--- config.mk ---
export PLATFORM = sky130hd
export DESIGN_NAME = mpu_write_arbiter
export DESIGN_NICKNAME = d
export VERILOG_FILES = /design/src/rtl/global_defs.sv /design/src/rtl/mpu_data_types.sv /design/src/rtl/mpu_write_arbiter.sv
export SDC_FILE = /design/constraint.sdc
export NUM_CORES = 1
export LEC_CHECK = 0
export CAP_MARGIN = 20
export CORE_MARGIN = 10
export CORE_UTILIZATION = 36
export DETAILED_ROUTE_END_ITERATION = 8
export GPL_ROUTABILITY_DRIVEN = 0
export PLACE_DENSITY = 0.8
export RECOVER_POWER = 25
export SYNTH_ARGS = -nofsm -noshare
export SYNTH_HDL_FRONTEND = slang
export SYNTH_SLANG_ARGS = --single-unit
export TNS_END_PERCENT = 5
--- constraint.sdc ---
create_clock -name clk -period 1.9 [get_ports clk]
set_clock_uncertainty 0.2 [all_clocks]
set_input_delay 0.38 -clock clk [delete_from_list [all_inputs] [get_ports clk]]
set_output_delay 0.38 -clock clk [all_outputs]
set_load 0.02 [all_outputs]
--- src/rtl/global_defs.sv ---
// Global matrix geometry and boolean constants shared by the MPU blocks.
// M x N matrix, index fields [MBITS:0] / [NBITS:0].
package global_defs;

  localparam int M     = 3;
  localparam int N     = 3;
  localparam int MBITS = 1;
  localparam int NBITS = 1;

  localparam logic FALSE = 1'b0;
  localparam logic TRUE  = 1'b1;

endpackage

--- src/rtl/mpu_data_types.sv ---
// MPU data types: single-precision element word and arbiter FSM states.
// Also derives the collector burst length and its counter width.
package mpu_data_types;

  import global_defs::*;

  typedef logic [31:0] float_sp;

  typedef enum logic [1:0] {
    ARB_IDLE,
    ARB_LOADER,
    ARB_COLLECTOR
  } arbiter_state_e;

  localparam int MN    = M * N;
  localparam int CNT_W = $clog2(MN + 1);

endpackage

--- src/rtl/mpu_write_arbiter.sv ---
// Arbitrates the loader and collector onto the single matrix register-file write port.
// Collector has absolute priority; loader is valid/ready and may be stalled.
// Ports: clk, rst (sync, active-high); loader_* request with loader_ready_out;
// collector_* strobe and finished flag; reg_* registered write port;
// collector_done_out, collector_error_out (sticky), loader_timeout_out, busy_out.
module mpu_write_arbiter
  import global_defs::*;
  import mpu_data_types::*;
#(
  parameter int LOADER_MAX_WAIT = 16
) (
  input  logic             clk,
  input  logic             rst,
  input  logic             loader_valid_in,
  output logic             loader_ready_out,
  input  logic [MBITS:0]   loader_i_in,
  input  logic [NBITS:0]   loader_j_in,
  input  float_sp          loader_element_in,
  input  logic             collector_active_write_in,
  input  logic [MBITS:0]   collector_i_in,
  input  logic [NBITS:0]   collector_j_in,
  input  float_sp          collector_element_in,
  input  logic             collector_finished_in,
  output logic             reg_wr_en_out,
  output logic [MBITS:0]   reg_i_out,
  output logic [NBITS:0]   reg_j_out,
  output float_sp          reg_element_out,
  output logic             collector_done_out,
  output logic             collector_error_out,
  output logic             loader_timeout_out,
  output logic             busy_out
);

  localparam int WAIT_W = $clog2(LOADER_MAX_WAIT + 1);

  localparam logic [CNT_W-1:0]  CNT_FULL = CNT_W'(MN);
  localparam logic [CNT_W-1:0]  CNT_ONE  = CNT_W'(1);
  localparam logic [WAIT_W-1:0] WAIT_MAX = WAIT_W'(LOADER_MAX_WAIT);
  localparam logic [WAIT_W-1:0] WAIT_ONE = WAIT_W'(1);

  arbiter_state_e state;
  arbiter_state_e state_nxt;

  logic [CNT_W-1:0]  coll_cnt;
  logic              fin_seen;
  logic              coll_ovf;
  logic [WAIT_W-1:0] wait_cnt;

  logic ready;
  logic loader_accept;
  logic loader_stall;
  logic coll_entry;
  logic coll_strobe_in_burst;
  logic coll_exit;

  always_comb begin
    ready = !rst
         && !collector_active_write_in
         && (state != ARB_COLLECTOR);
    loader_accept = loader_valid_in && ready;
    loader_stall  = loader_valid_in && !ready;
    coll_entry = collector_active_write_in
              && (state != ARB_COLLECTOR);
    coll_strobe_in_burst = collector_active_write_in
                        && (state == ARB_COLLECTOR);
    coll_exit = (state == ARB_COLLECTOR)
             && !collector_active_write_in;
  end

  always_comb begin
    state_nxt = state;
    unique case (state)
      ARB_IDLE: begin
        if (collector_active_write_in)
          state_nxt = ARB_COLLECTOR;
        else if (loader_valid_in)
          state_nxt = ARB_LOADER;
      end
      ARB_LOADER: begin
        if (collector_active_write_in)
          state_nxt = ARB_COLLECTOR;
        else if (!loader_valid_in)
          state_nxt = ARB_IDLE;
      end
      ARB_COLLECTOR: begin
        if (!collector_active_write_in)
          state_nxt = ARB_IDLE;
      end
      default: state_nxt = ARB_IDLE;
    endcase
  end

  always_ff @(posedge clk) begin
    if (rst)
      state <= ARB_IDLE;
    else
      state <= state_nxt;
  end

  // Write port: one cycle behind the grant, zeroed when nothing is granted.
  always_ff @(posedge clk) begin
    if (rst) begin
      reg_wr_en_out   <= FALSE;
      reg_i_out       <= '0;
      reg_j_out       <= '0;
      reg_element_out <= '0;
    end else if (collector_active_write_in) begin
      reg_wr_en_out   <= TRUE;
      reg_i_out       <= collector_i_in;
      reg_j_out       <= collector_j_in;
      reg_element_out <= collector_element_in;
    end else if (loader_accept) begin
      reg_wr_en_out   <= TRUE;
      reg_i_out       <= loader_i_in;
      reg_j_out       <= loader_j_in;
      reg_element_out <= loader_element_in;
    end else begin
      reg_wr_en_out   <= FALSE;
      reg_i_out       <= '0;
      reg_j_out       <= '0;
      reg_element_out <= '0;
    end
  end

  // The entry strobe is itself the first element, so the count starts at 1.
  // An overflowing strobe flags the error at once and blocks the done pulse.
  always_ff @(posedge clk) begin
    if (rst) begin
      coll_cnt            <= '0;
      fin_seen            <= FALSE;
      coll_ovf            <= FALSE;
      collector_done_out  <= FALSE;
      collector_error_out <= FALSE;
    end else begin
      collector_done_out <= FALSE;
      if (coll_entry) begin
        coll_cnt <= CNT_ONE;
        fin_seen <= collector_finished_in;
        coll_ovf <= FALSE;
      end else if (coll_strobe_in_burst) begin
        if (collector_finished_in)
          fin_seen <= TRUE;
        if (coll_cnt == CNT_FULL) begin
          coll_ovf            <= TRUE;
          collector_error_out <= TRUE;
        end else begin
          coll_cnt <= coll_cnt + CNT_ONE;
        end
      end else if (coll_exit) begin
        if (coll_cnt != CNT_FULL)
          collector_error_out <= TRUE;
        else if ((fin_seen || collector_finished_in) && !coll_ovf)
          collector_done_out <= TRUE;
      end
    end
  end

  // Counter saturates at the limit so the timeout fires once per stall.
  always_ff @(posedge clk) begin
    if (rst)
      wait_cnt <= '0;
    else if (loader_stall) begin
      if (wait_cnt != WAIT_MAX)
        wait_cnt <= wait_cnt + WAIT_ONE;
    end else
      wait_cnt <= '0;
  end

  assign loader_ready_out   = ready;
  assign loader_timeout_out = !rst && loader_stall
                           && (wait_cnt == WAIT_MAX - WAIT_ONE);
  assign busy_out = !rst && (state != ARB_IDLE);

endmodule

==> impl_metrics.toml <==
[yosys]
synthCells = 164
syn_nets = 246
synth_edf_count = 0
avgSynthCellArea_sq_um = 11.4
async_flop_share = 0
ys_types = 38
synth_area_sq_um = 1880
ys_seq_area_frac = 0.555
ys_ff_latch = 52
yosys_warnings = 0
synth_flop_cell = "dfxtp_1"

[floorplanning]
dieArea_sq_um = 8500
io_pins = 119
fp-row-count = 26
core_area_sq_um = 5070
fp.dieH_um = 92.2
start_util = 0.370
die_w_um = 92.2

[run_status]
violations = "negative setup slack"
status = "complete, but fails checks"

[flow_run]
maxCapViolations = 0

[worst_hold_path]
hold_class = "flop to flop"

[sta]
tightest_slew_ns = 0.251
max_freq_mhz = 519
finalSetupViolations = 1
relSlewSlack = 0.830
hold_viol_final = 0
whs_ns = 0.231
layout_setup_ws_ns = -0.0268
finalCritPeriodShare = 1.01
period_needed_ns = 1.93
final-max-slew-violation-count = 0
rsz0062_at_grt = "true"

[clock_tree]
clockBufferDepth = 2
htree_num_levels = 2
cts_tree = "built"
cts-root-buf = "clkbuf_8"
cts_buffers = 5
cts.sinks = 52
cts.clk_slew.worst_paths_ns = 0.09
cts-hold-fix-buffers = 0
insertion_delay_ns = 0.29

[critical_path]
crit_fanout = 2
arrival_ns = 1.35
reg2reg_from = "wait_cnt[0]$_SDFFE_PP0P_"
r2r_slack_ns = 0.38
worst-setup-path-type = "flop to output pin"
worst_setup_path_startpoint = "wait_cnt[1]$_SDFFE_PP0P_"
start_kind = "flop"
ff2ff_path_depth = 6
critPathCapture = "loader_timeout_out"
reg2reg_to = "wait_cnt[1]$_SDFFE_PP0P_"
cp.required_ns = 1.32
endpoint_kind = "output pin"

[global_routing]
grt_pass1_wl_um = 9650
antenna_found_initial = 0
grt_max_degree = 35
grt_pass1_vias = 1762
track_usage = 0.141
globalRouteOverflowTotal = 0

[cells_and_area]
layout.nets = 382
drive_gt1_frac = 0.156
layout.cells.non_filler = 371
areaGrowthSynthToFinish_pct = 81.7
final_util = 0.671
diodes = 0

[place]
port_buffers = 118
dp.final_hpwl_um = 4990
dp_cells = 361

[detailed_routing]
vias = 1763
drt_iter0_drc = 37
viasPerCell = 4.75
ant_nets = 0
wl_per_cell_um = 16.5
totalWireLength_um = 6140
drc = 0
firstDrtPassIters = 4

[pwr]
power_per_cell_area_nw_per_um2 = 708
peakVddDrop_mv = 0.376
static-leakage-power_nw = 1.34
## area by class of cell
| type | count | area [sq um] |
|---|---|---|
| Clock buffer | 6 | 82.6 |
| Timing Repair Buffer | 139 | 1360 |
| Tap cell | 70 | 87.6 |
| Clock inverter | 2 | 38.8 |
| Fill cell | 415 | 1670 |
| Sequential cell | 52 | 1040 |
| Inverter | 8 | 30.0 |
| Multi-Input combinational cell | 94 | 768 |
## layer usage
metal,up-vias,share of wire,global-route usage
li1,880,-,-
met1,804,0.45,0.170
met2,74,0.48,0.240
met3,5,0.065,0.0424
met4,0,0.0068,0.0347
met5,-,0,0
## placed cells by master (no fill, tap or decap), drive strengths merged, types with 2 or more instances in the layout
master,netlist,final
o21ai,3,3
nand2,4,4
nor2,8,8
and3,3,3
a41oi,2,2
a21oi,5,5
ha,5,5
xnor2,2,2
nand3b,2,2
nor3b,2,2
dfxtp,52,52
inv,8,8
nand2b,2,2
clkbuf,0,6
a22o,36,36
nor3,3,3
buf,10,23
clkdlybuf4s50,0,114
nand3,2,2
## worst max-delay path, cell delays in order, from the launching register on
cell	delay (ns)
dfxtp_2	0.34
ha_4	0.16
and3_4	0.18
ha_4	0.15
inv_2	0.04
nor2_2	0.03
buf_4	0.15
## repair_timing
item / in CTS / in global routing
pin swaps: 0 / 3
endpoints found under the setup margin: 5 / 1
resized for setup: 20 / 4
buffers inserted: 1 / 1
## synthesized netlist by cell type (2+ instances only)
library cell,n,area [sq um]
dfxtp_1,52,1040
nand2_1,4,15.0
inv_1,6,22.5
nor2_1,7,26.3
and3_1,2,12.5
buf_2,5,25.0
a21oi_1,5,25.0
a22o_1,36,315
ha_1,5,62.6
nor3_1,3,15.0
nand3_1,2,10.0
a41oi_1,2,17.5
buf_6,4,45.0
xnor2_1,2,17.5
inv_2,2,7.51
nor3b_1,2,15.0
nand3b_1,2,15.0
o21ai_0,3,15.0
## flip-flops by register name, summed over array words and instances, names as in the netlist
name                 flops
reg_j_out                2
wait_cnt                 5
collector_error_out      1
coll_cnt                 4
collector_done_out       1
fin_seen                 1
reg_wr_en_out            1
reg_i_out                2
coll_ovf                 1
state                    2
reg_element_out         32
## cell families after synthesis
logic type	share of synthesized area
and+or+nand+nor	0.105
muxes	0.00534
AOI/OAI and AO/OA	0.231
buffers and inverters	0.0554
DFF	0.555
xor gates and xnor gates	0.0140
adders and majority gates	0.0334
## where the power goes
group	switching (mW)	total, mW	internal [mW]
clock network	0.351	0.781	0.431
registers	0.0173	1.16	1.14
logic	0.180	0.471	0.291
## how the worst min path moves through the flow
stage               slack (ns)             startpoint  cells past startpoint                             to
floorplan                 0.20  coll_ovf$_SDFFE_PP0P_                      1  collector_done_out$_SDFF_PP0_
finish                    0.23  coll_ovf$_SDFFE_PP0P_                      1  collector_done_out$_SDFF_PP0_
CTS                       0.23  coll_ovf$_SDFFE_PP0P_                      1  collector_done_out$_SDFF_PP0_
global route              0.25  coll_ovf$_SDFFE_PP0P_                      1  collector_done_out$_SDFF_PP0_
global placement          0.22  coll_ovf$_SDFFE_PP0P_                      1  collector_done_out$_SDFF_PP0_
detailed placement        0.22  coll_ovf$_SDFFE_PP0P_                      1  collector_done_out$_SDFF_PP0_
## stage by stage
step / setup WS [ns] / TNS (ns) / power [mW] / instance area [sq um]
final: -0.0268 / -0.0268 / 2.41 / 3410
after global routing: -0.0849 / -0.0849 / 2.53 / 3410
after CTS: -0.0855 / -0.0855 / 2.45 / 3380
after detailed placement: -0.538 / -12.69 / 1.66 / 3240
after global placement: -0.522 / -12.39 / 1.65 / 3240
after floorplan: 0.179 / 0 / 1.35 / 1880
(Power assumes the default switching activity.)
